File: src/rtl/alu_muldiv_seq_if.sv
// Request/result and ALU-drive bundle for the multiply/divide sequencer.
`default_nettype none

interface alu_muldiv_seq_if;
    logic        start;
    logic        op;
    logic [31:0] opa;
    logic [31:0] opb;
    logic [3:0]  aluf;
    logic        alumode;
    logic        cin0;
    logic [31:0] a_out;
    logic [31:0] m_out;
    logic [31:0] alu;
    logic        alu_cout;
    logic        busy;
    logic        done;
    logic [31:0] hi;
    logic [31:0] lo;
    logic        err;

    modport master (
        output start, op, opa, opb, alu, alu_cout,
        input  aluf, alumode, cin0, a_out, m_out, busy, done, hi, lo, err
    );

    modport slave (
        input  start, op, opa, opb, alu, alu_cout,
        output aluf, alumode, cin0, a_out, m_out, busy, done, hi, lo, err
    );
endinterface

`default_nettype wire

File: src/rtl/alu_muldiv_seq.sv
// ============================================================================
// alu_muldiv_seq : drives a 32-bit 74S181 datapath through 32 shift-add /
//                  restoring-subtract steps for unsigned mul and div.
// Revision 1.0
// ============================================================================
`default_nettype none

module alu_muldiv_seq #(
    parameter logic [31:0] DIV0_QUOT = 32'hFFFF_FFFF
) (
    input  logic              clk,
    input  logic              reset_n,
    alu_muldiv_seq_if.slave   bus
);

    typedef enum logic [1:0] {
        IDLE = 2'd0,
        RUN  = 2'd1,
        FIN  = 2'd2
    } state_t;

    state_t      state;
    logic [31:0] acc;
    logic [31:0] q;
    logic [31:0] b;
    logic [4:0]  cnt;
    logic        opr;
    logic        busy;
    logic        done;
    logic        err;
    logic [31:0] hi;
    logic [31:0] lo;

    logic [3:0]  aluf;
    logic        alumode;
    logic        cin0;
    logic [31:0] a_drv;
    logic [31:0] m_drv;
    logic [31:0] acc_nxt;
    logic [31:0] q_nxt;
    logic        div_ok;

    always_comb begin
        aluf    = 4'b1111;
        alumode = 1'b1;
        cin0    = 1'b0;
        a_drv   = 32'd0;
        m_drv   = 32'd0;
        if (state == RUN) begin
            a_drv = b;
            if (opr) begin
                m_drv   = {acc[30:0], q[31]};
                aluf    = 4'b0110;
                alumode = 1'b0;
                cin0    = 1'b1;
            end else begin
                m_drv = acc;
                if (q[0]) begin
                    aluf    = 4'b1001;
                    alumode = 1'b0;
                end
            end
        end
    end

    // acc[31] set means the shifted partial remainder is 33 bits wide, so the
    // subtract always fits even when the ALU reports a borrow.
    assign div_ok = acc[31] | bus.alu_cout;

    always_comb begin
        acc_nxt = acc;
        q_nxt   = q;
        // err is only set here on a divide-by-zero: the step then just waits
        if (!err) begin
            if (opr) begin
                acc_nxt = div_ok ? bus.alu : m_drv;
                q_nxt   = {q[30:0], div_ok};
            end else begin
                acc_nxt = {q[0] & bus.alu_cout, bus.alu[31:1]};
                q_nxt   = {bus.alu[0], q[31:1]};
            end
        end
    end

    always_ff @(posedge clk or negedge reset_n) begin
        if (!reset_n) begin
            state <= IDLE;
            acc   <= 32'd0;
            q     <= 32'd0;
            b     <= 32'd0;
            cnt   <= 5'd0;
            opr   <= 1'b0;
            busy  <= 1'b0;
            done  <= 1'b0;
            err   <= 1'b0;
            hi    <= 32'd0;
            lo    <= 32'd0;
        end else begin
            case (state)
                IDLE: begin
                    done <= 1'b0;
                    if (bus.start) begin
                        opr   <= bus.op;
                        b     <= bus.opb;
                        state <= RUN;
                        // divide-by-zero takes a single idle step so done
                        // still lands two edges after the request
                        if (bus.op && (bus.opb == 32'd0)) begin
                            acc <= bus.opa;
                            q   <= DIV0_QUOT;
                            err <= 1'b1;
                            cnt <= 5'd0;
                        end else begin
                            acc  <= 32'd0;
                            q    <= bus.opa;
                            err  <= 1'b0;
                            cnt  <= 5'd31;
                            busy <= 1'b1;
                        end
                    end
                end
                RUN: begin
                    acc <= acc_nxt;
                    q   <= q_nxt;
                    cnt <= cnt - 5'd1;
                    if (cnt == 5'd0) begin
                        state <= FIN;
                        busy  <= 1'b0;
                        done  <= 1'b1;
                        hi    <= acc_nxt;
                        lo    <= q_nxt;
                    end
                end
                FIN: begin
                    done  <= 1'b0;
                    state <= IDLE;
                end
                default: state <= IDLE;
            endcase
        end
    end

    assign bus.aluf    = aluf;
    assign bus.alumode = alumode;
    assign bus.cin0    = cin0;
    assign bus.a_out   = a_drv;
    assign bus.m_out   = m_drv;
    assign bus.busy    = busy;
    assign bus.done    = done;
    assign bus.err     = err;
    assign bus.hi      = hi;
    assign bus.lo      = lo;

endmodule

`default_nettype wire

File: src/flat_wrapper.sv
// flat-port wrapper written by rule: the top's interface ports become plain ports
module alu_muldiv_seq_flat 
#(
    parameter logic [31:0] DIV0_QUOT = 32'hFFFF_FFFF
)
  (clk, reset_n, bus_start, bus_op, bus_opa, bus_opb, bus_alu, bus_alu_cout, bus_aluf, bus_alumode, bus_cin0, bus_a_out, bus_m_out, bus_busy, bus_done, bus_hi, bus_lo, bus_err);
  alu_muldiv_seq_if bus_i ();
  input  logic clk;
  input  logic reset_n;
  input wire logic [$bits(bus_i.start)-1:0] bus_start;
  input wire logic [$bits(bus_i.op)-1:0] bus_op;
  input wire logic [$bits(bus_i.opa)-1:0] bus_opa;
  input wire logic [$bits(bus_i.opb)-1:0] bus_opb;
  input wire logic [$bits(bus_i.alu)-1:0] bus_alu;
  input wire logic [$bits(bus_i.alu_cout)-1:0] bus_alu_cout;
  output wire logic [$bits(bus_i.aluf)-1:0] bus_aluf;
  output wire logic [$bits(bus_i.alumode)-1:0] bus_alumode;
  output wire logic [$bits(bus_i.cin0)-1:0] bus_cin0;
  output wire logic [$bits(bus_i.a_out)-1:0] bus_a_out;
  output wire logic [$bits(bus_i.m_out)-1:0] bus_m_out;
  output wire logic [$bits(bus_i.busy)-1:0] bus_busy;
  output wire logic [$bits(bus_i.done)-1:0] bus_done;
  output wire logic [$bits(bus_i.hi)-1:0] bus_hi;
  output wire logic [$bits(bus_i.lo)-1:0] bus_lo;
  output wire logic [$bits(bus_i.err)-1:0] bus_err;
  assign bus_i.start = bus_start;
  assign bus_i.op = bus_op;
  assign bus_i.opa = bus_opa;
  assign bus_i.opb = bus_opb;
  assign bus_i.alu = bus_alu;
  assign bus_i.alu_cout = bus_alu_cout;
  assign bus_aluf = bus_i.aluf;
  assign bus_alumode = bus_i.alumode;
  assign bus_cin0 = bus_i.cin0;
  assign bus_a_out = bus_i.a_out;
  assign bus_m_out = bus_i.m_out;
  assign bus_busy = bus_i.busy;
  assign bus_done = bus_i.done;
  assign bus_hi = bus_i.hi;
  assign bus_lo = bus_i.lo;
  assign bus_err = bus_i.err;
  alu_muldiv_seq #(.DIV0_QUOT(DIV0_QUOT)) u_core (.clk(clk), .reset_n(reset_n), .bus(bus_i));
endmodule
File: config.mk
export PLATFORM = sky130hd
export DESIGN_NAME = alu_muldiv_seq_flat
export DESIGN_NICKNAME = d
export VERILOG_FILES = /design/src/rtl/alu_muldiv_seq_if.sv /design/src/rtl/alu_muldiv_seq.sv /design/src/flat_wrapper.sv
export SDC_FILE = /design/constraint.sdc
export NUM_CORES = 1
export LEC_CHECK = 0
export CORE_ASPECT_RATIO = 1.2
export CORE_UTILIZATION = 56
export CTS_BUF_LIST = sky130_fd_sc_hd__clkbuf_2 sky130_fd_sc_hd__clkbuf_4 sky130_fd_sc_hd__clkbuf_8
export DETAILED_ROUTE_END_ITERATION = 10
export PLACE_DENSITY = 0.9
export SLEW_MARGIN = 10
export SYNTH_ARGS = -nofsm -noshare
export SYNTH_HDL_FRONTEND = slang
export SYNTH_SLANG_ARGS = --single-unit
File: constraint.sdc
create_clock -name clk -period 3.3 [get_ports clk]
set_input_delay 0.495 -clock clk [delete_from_list [all_inputs] [get_ports clk]]
set_output_delay 0.495 -clock clk [all_outputs]
set_load 0.01 [all_outputs]
# After elaboration in Yosys (flattened, before gate mapping)
# Index checks and enable logic that the tools add are counted.
# word_totals
ff_bits,171
out_inout_bits,137
wordCells,67
# op_classes
n_addsub,1
eq_ne,5
n_mux,35
bitwise,2
reduce_logical,13
# op_table
op,count
32-bit two-way mux,12
32-bit case mux with 2 select lines,2
32-bit logical NOT,1
1-bit two-way mux,10
5-bit two-way mux,2
5-bit case mux with 2 select lines,1
2-bit AND reduction,5
4-bit two-way mux,2
"2-bit inequality test, second input constant",3
5-bit logical NOT,1
"5-bit by 1-bit subtractor with 5-bit output, second input constant",1
2-bit two-way mux,2
1-bit case mux with 2 select lines,2
2-bit case mux with 2 select lines,1
4-bit AND reduction,1
2-bit nonzero test,2
3-bit two-way mux,1
"2-bit by 1-bit equality test with 1-bit output, second input constant",1
"2-bit equality test, second input constant",1
2-bit logical NOT,1
2-bit OR reduction,1
1-bit AND,1
1-bit logical AND,1
1-bit OR,1

# Longest topological paths before layout
# Gate-level depths: netlist of run 1.
# depth
depth_word,6
ltp_mapped,8
ltp_nobuf,6

# Worst setup path before layout of run 1
# OpenSTA, ideal clock, no wires.
# synth_timing
kind,register -> output
from,register u_core.state[1]
to,output port bus_aluf[3]
arrival_time_ps,1419
required_time_ps,2805
slack_ps,1386
stages_incl_launch_ff,8
path_buffers,5
cell_sequence,dfrtp_1 -> buf_2 -> nor2b_2 -> buf_4 -> buf_4 -> clkbuf_1 -> nand2_1 -> buf_4
# synth_between
elab_chain_cells,2
# synth_lines
element,line,source
start: declaration,alu_muldiv_seq.sv:22,state_t state;
start signal: assignment,alu_muldiv_seq.sv:87,state <= IDLE;
start signal: assignment,alu_muldiv_seq.sv:105,state <= RUN;
start signal: assignment,alu_muldiv_seq.sv:127,state <= FIN;
2-bit by 1-bit equality test with 1-bit output,alu_muldiv_seq.sv:49,if (state == RUN) begin
4-bit two-way mux,alu_muldiv_seq.sv:49,
end: declaration,flat_wrapper.sv:16,output wire logic [$bits(bus_i.aluf)-1:0] bus_aluf;
# Every way passes these cells.

# Final worst setup path of run 1
# layout_timing
from,register u_core.state[1]
to,output port bus_m_out[24]
# layout_between
elab_chain_cells,2
# layout_lines
element,line,source
2-bit by 1-bit equality test with 1-bit output,alu_muldiv_seq.sv:49,
32-bit two-way mux,alu_muldiv_seq.sv:49,
end: declaration,flat_wrapper.sv:20,output wire logic [$bits(bus_i.m_out)-1:0] bus_m_out;
# Every way passes these cells.

==> qor.yml, run 1 <==
outcome:
  status: "finished clean"
routing:
  first_pass_iters: 6
  drt_iter0_drc: 1051
  routed_wl_um: 30970
  ant_nets: 0
  drc_errors: 0
  vias_per_cell: 6.345
  wl_per_cell_um: 20.77
  via_count: 9461
timing:
  finalSetupViolations: 0
  tns_ps: 0
  finalWorstSetupSlack_ps: 181.4
  min_period_ps: 3119
  fin_skew_ps: 17.30
  worstMarginPinSlew_ps: 1216
  drv_slew: 0
  hold_viol: 0
  fmax_mhz: 320.7
  rsz0062_at_grt: "no"
  finalCritPeriodShare_pct: 94.50
  relSlewSlack_pct: 18.82
floorplan:
  die_w_um: 121.8
  rows: 52
  boundaryPins: 238
  initial_utilization_pct: 57.22
  core-area_um2: 16850
  die_h_um: 145.8
  die_area_um2: 17750
pwr:
  p_per_area_nw_per_um2: 968.6
  leakagePower_nw: 5.611
  p_total_w: 0.01207
  irDropWorstVdd_uv: 576.2
setup_path:
  startpoint_type: "flip-flop"
  cp_slowest_cell: "clkdlybuf4s50_1"
  ff2ff_path_depth: 5
  cp_data_required_time_ps: 2800
  r2r_setup_slack_ps: 650
  cp-startpoint: "u_core.state[1]$_DFFE_PN0P_"
  cp_cell_sequence: "nand2b_2 -> buf_4 -> nor2_1 -> clkdlybuf4s50_1"
  r2r_start: "u_core.state[1]$_DFFE_PN0P_"
  path_buf_inv: 2
  cp-end-kind: "output pin"
  timing.rr.end: "u_core.bus.lo[20]$_DFFE_PN0P_"
  critPathKind: "reg2out"
  slowest_delay_ps: 590
  crit_family: "buffers and inverters"
  arrival_ps: 2620
  crit_path_max_fanout: 21
clocking:
  htree_levels: 4
  cts_tree: "yes"
  cts_made_buffers: 17
  clock-sinks: 171
  clkLatencyLatePin_ps: 480
  cts_buffer_depth: 2
  clkTransAtPathRegs_ps: 90
  clock-root-buffer: "clkbuf_8"
yosys:
  yosysTopAreaCell: "dfrtp_1"
  syn_nets: 1175
  synthCells: 1073
  ys_warn_count: 0
  async_flop_share_pct: 100.0
  seq_area_frac_synth_pct: 44.38
  ys_types: 55
  synth_top_area_share_pct: 44.38
  synth_flop_cell: "dfrtp_1"
  synthesis.area_um2: 9643
  postSynthAreaPerCell_um2: 8.987
  synthTopCellsByArea: "dfrtp_1 44%, nand2_1 7.9%, mux2i_1 6.5%"
  synth_seq_cells: 171
  synth_edf_count: 0
place:
  port_buffers: 237
  dp_slack_ps: 579.9
  gp_congestion: 0.9472
  dpl.hpwl_um: 21840
layout:
  n_fill_cell: 1189
  most-common-layout-cells: "236 x clkdlybuf4s50_1, 201 x nand2_1, 168 x dfrtp_1"
  layout_commonest_cell: "clkdlybuf4s50_1"
  nets: 1363
  area_growth_pct: 29.23
  drive_above_1_share_pct: 7.378
grt:
  grt_max_degree: 77
  grt_use_total_pct: 35.61
  gr-total-overflow: 0
  grt_antenna_before_repair: 1
  grt_pass1_wl_um: 48530
  grt_pass1_vias: 9143
job:
  drv_cap: 0
hold_path:
  hold_path.class: "in2async"
synth_stat cells (10+ instances only):
master	count
a211oi_1	11
a21oi_1	33
a221o_1	12
a22o_1	18
a22oi_1	23
a2bb2oi_1	17
a31oi_1	28
a41o_1	19
and2_1	39
buf_2	48
buf_4	14
clkbuf_1	29
dfrtp_1	171
inv_1	50
mux2_2	10
mux2i_1	63
nand2_1	202
nand4_1	12
nor2_1	64
nor2b_1	14
o211ai_1	41
o21ai_0	67
o221ai_1	20
o22ai_1	19
worst max path at each step:
stage / end / slack [ps] / depth (start not counted)
after floorplan: bus_aluf[3] / 1390 / 7
after global placement: u_core.acc[30]$_DFFE_PN0P_ / 660 / 5
after detailed placement: u_core.acc[6]$_DFFE_PN0P_ / 580 / 5
after CTS: bus_cin0 / 170 / 4
after global routing: bus_cin0 / 50 / 4
final: bus_m_out[24] / 180 / 4
kinds of logic (layout without fill, tap and decap cells):
| kind of cell | count (synthesis) | after routing | synth area share, % |
|---|---|---|---|
| buffers and inverters | 152 | 353 | 7.474 |
| adder cells (fa/ha/maj) | 1 | 1 | 0.1297 |
| other | 0 | 1 | 0 |
| multiplexers | 73 | 73 | 7.707 |
| AO/OA/AOI/OAI | 321 | 321 | 23.43 |
| AND/OR/NAND/NOR | 355 | 355 | 16.88 |
| flip-flops | 171 | 171 | 44.38 |
layer usage:
layer  GRT usage [%]  vias up  wire [um]
met2           55.25      586      14590
li1                -     4226          -
met5               0        -          0
met3           9.561      123       2892
met4           21.30        0       2032
met1           44.14     4526      11450
registers in the layout (all words and copies together), names as in the netlist:
| register | count |
|---|---|
| u_core.cnt | 5 |
| u_core.acc | 32 |
| u_core.bus.hi | 32 |
| u_core.opr | 1 |
| u_core.state | 2 |
| u_core.bus.done | 1 |
| u_core.bus.lo | 32 |
| u_core.q | 32 |
| u_core.b | 32 |
| u_core.bus.err | 1 |
| u_core.bus.busy | 1 |
cell type report:
class	count	area, um2	share of cell area, %
multi-input cells	750	4663	37.42
flip-flops and latches	171	4285	34.39
repair buffers	270	2661	21.36
clock buffers	20	275.3	2.209
well taps	216	270.3	2.169
inverters	51	191.4	1.536
clock inverters	12	112.6	0.9036
diodes	1	2.502	0.02008
power breakdown:
group / total [W] / internal (W) / switching [W]
logic: 0.00649 / 0.00328 / 0.00321
registers: 0.00411 / 0.00308 / 0.00103
clock network: 0.00148 / 0.000663 / 0.000815
total: 0.0121 / 0.00702 / 0.00505
metrics by stage:
stage | instances | util, % | hold WS [ps] | instance area [um2]
6_report | 1491 | 73.95 | 480.9 | 12460
5_1_grt | 1491 | 73.95 | 500.0 | 12460
4_1_cts | 1490 | 73.93 | 481.6 | 12460
3_5_place_dp | 1457 | 71.57 | 423.8 | 12060
3_3_place_gp | 1457 | 71.57 | 428.3 | 12060
2_1_floorplan | 1073 | - | 199.4 | 9643
timing repair:
action	CTS	global route
resized for setup	0	1
hold endpoints to repair	37	0
hold buffers	1	0
setup buffers	0	0
setup endpoints to repair	0	1
(Power assumes the default switching activity.)
==> run 2: changes to the inputs <==
--- a/config.mk
+++ b/config.mk
@@ -10,6 +10,7 @@
 export CTS_BUF_LIST = sky130_fd_sc_hd__clkbuf_2 sky130_fd_sc_hd__clkbuf_4 sky130_fd_sc_hd__clkbuf_8
 export DETAILED_ROUTE_END_ITERATION = 10
 export PLACE_DENSITY = 0.9
+export RECOVER_POWER = 25
 export SLEW_MARGIN = 10
 export SYNTH_ARGS = -nofsm -noshare
 export SYNTH_HDL_FRONTEND = slang
==> qor.yml, run 2 (same netlist as run 1, synthesis figures left out) <==
outcome:
  status: "complete, but fails checks"  # was finished clean
  violations: "capacitance limit, slew limit"
clocking:
  postCtsSetupBuffers: 0  # unchanged
  clock-sinks: 171  # unchanged
  cts_buffer_depth: 2  # unchanged
  cts_made_buffers: 17  # unchanged
  clkLatencyLatePin_ps: 470  # was 480 ps
  clock-root-buffer: "clkbuf_8"  # unchanged
  htree_levels: 4  # unchanged
  cts_tree: "yes"  # unchanged
  clkTransAtPathRegs_ps: 90  # about the same
setup_path:
  crit_path_max_fanout: 21  # unchanged
  r2r_setup_slack_ps: 630  # was 650 ps
  path_buf_inv: 2  # unchanged
  cp-end-kind: "output pin"  # unchanged
  cp_slowest_cell: "clkdlybuf4s50_1"  # unchanged
  slowest_delay_ps: 590  # about the same
  timing.rr.end: "u_core.bus.lo[20]$_DFFE_PN0P_"  # unchanged
  cp-startpoint: "u_core.state[1]$_DFFE_PN0P_"  # unchanged
  critPathKind: "reg2out"  # unchanged
  arrival_ps: 2610  # was 2620 ps
  ff2ff_path_depth: 5  # unchanged
  cp_data_required_time_ps: 2800  # about the same
  r2r_start: "u_core.state[1]$_DFFE_PN0P_"  # unchanged
  startpoint_type: "flip-flop"  # unchanged
  cp_cell_sequence: "nand2b_2 -> buf_4 -> nor2_1 -> clkdlybuf4s50_1"  # unchanged
  crit_family: "buffers and inverters"  # unchanged
timing:
  finalWorstSetupSlack_ps: 192.1  # was 181.4 ps
  finalCritPeriodShare_pct: 94.18  # was 94.50%
  min_period_ps: 3108  # was 3119 ps
  worstMarginPinSlew_ps: 2210  # was 1216 ps
  drv_slew: 41  # was 0
  fin_skew_ps: 18.73  # was 17.30 ps
  holdWs_ps: 479.9  # was 480.9 ps
  finalSetupViolations: 0  # unchanged
  tns_ps: 0  # unchanged
  rsz0062_at_grt: "no"  # unchanged
  relSlewSlack_pct: -47.31  # was 18.82%
  fmax_mhz: 321.8  # was 320.7 MHz
  hold_viol: 0  # unchanged
routing:
  routed_wl_um: 30990  # was 30970 um
  drt_iter0_drc: 1163  # was 1051
  via_count: 9458  # was 9461
  drc_errors: 0  # unchanged
  vias_per_cell: 6.343  # was 6.345
  wl_per_cell_um: 20.79  # was 20.77 um
  ant_nets: 0  # unchanged
  first_pass_iters: 6  # unchanged
pwr:
  p_per_area_nw_per_um2: 970.0  # was 968.6 nW/um2
  irDropWorstVdd_uv: 575.7  # was 576.2 uV
  leakagePower_nw: 5.602  # was 5.611 nW
grt:
  grt_use_total_pct: 35.61  # unchanged
  grt_pass1_wl_um: 48530  # unchanged
  gr-total-overflow: 0  # unchanged
  grt_pass1_vias: 9143  # unchanged
  grt_max_degree: 77  # unchanged
  grt_antenna_before_repair: 1  # unchanged
hold_path:
  whs_endpoint: "u_core.b[21]$_DFFE_PN0P_"
  hold_start: "u_core.b[21]$_DFFE_PN0P_"
  whs_path_depth: 2
  hold_path.class: "reg2reg"  # was in2async
floorplan:
  boundaryPins: 238  # unchanged
  core-area_um2: 16850  # unchanged
  rows: 52  # unchanged
  die_w_um: 121.8  # unchanged
  initial_utilization_pct: 57.22  # unchanged
  die_h_um: 145.8  # unchanged
  die_area_um2: 17750  # unchanged
layout:
  layout_commonest_cell: "clkdlybuf4s50_1"  # unchanged
  drive_above_1_share_pct: 7.300  # was 7.378%
  most-common-layout-cells: "236 x clkdlybuf4s50_1, 201 x nand2_1, 168 x dfrtp_1"  # unchanged
  area_growth_pct: 29.04  # was 29.23%
  n_fill_cell: 1195  # was 1189
  nets: 1363  # unchanged
place:
  port_buffers: 237  # unchanged
  dp_slack_ps: 579.9  # unchanged
  dpl.hpwl_um: 21840  # unchanged
  gp_congestion: 0.9472  # unchanged
job:
  drv_cap: 1  # was 0
==> run 2: cell count changes in the layout (fill, tap and decap cells not counted), sizes merged <==
| cell | change |
|---|---|
| buf | -2 |
| clkbuf | +2 |
==> run 2: metal layers <==
layer / up-vias / share of wire, % / GRT usage, %
met5: - / 0 / 0
met2: 618 / 47 / 55.25
li1: 4221 / - / -
met1: 4500 / 36 / 44.14
met4: 0 / 6.3 / 21.30
met3: 119 / 9.8 / 9.561
==> run 2: repair_timing <==
item,4_1_cts,5_1_grt
endpoints found under the setup margin,0,1
resized for setup,0,1
hold endpoints to repair,37,0
hold buffers,1,0
==> run 2: through the flow <==
stage               util (%)  instance area [um2]  instances  power, W
finish                 73.84                12440       1491   0.01207
global route           73.84                12440       1491   0.01279
CTS                    73.93                12460       1490   0.01200
detailed placement     71.57                12060       1457   0.01049
global placement       71.57                12060       1457   0.01027
floorplan                  -                 9643       1073  0.007547
==> run 2: where the power goes <==
part           leakage, nW  internal, W  total [W]  switching [W]
clock network        0.196     0.000663    0.00148       0.000812
logic                 3.29      0.00327    0.00649        0.00321
registers             2.11      0.00308    0.00411        0.00103
==> run 2: final cells by class <==
cell class / instances / area [um2] / share of cell area, %
Clock inverter: 12 / 112.6 / 0.9050
Inverter: 51 / 191.4 / 1.538
Tap cell: 216 / 270.3 / 2.172
Clock buffer: 20 / 275.3 / 2.212
Multi-Input combinational cell: 750 / 4663 / 37.48
Antenna cell: 1 / 2.502 / 0.02011
Sequential cell: 171 / 4285 / 34.44
Timing Repair Buffer: 270 / 2643 / 21.24
==> run 2: how the worst max path moves through the flow <==
stage	to	cells past startpoint
3_5_place_dp	u_core.acc[6]$_DFFE_PN0P_	5
5_1_grt	bus_cin0	4
6_report	bus_m_out[24]	4
3_3_place_gp	u_core.acc[30]$_DFFE_PN0P_	5
4_1_cts	bus_cin0	4
2_1_floorplan	bus_aluf[3]	7
==> run 2: tightest hold or removal path, stage by stage, from the launching register on <==
cell,delay [ps]
dfrtp_1,350
nand2_1,50
nand2_1,50
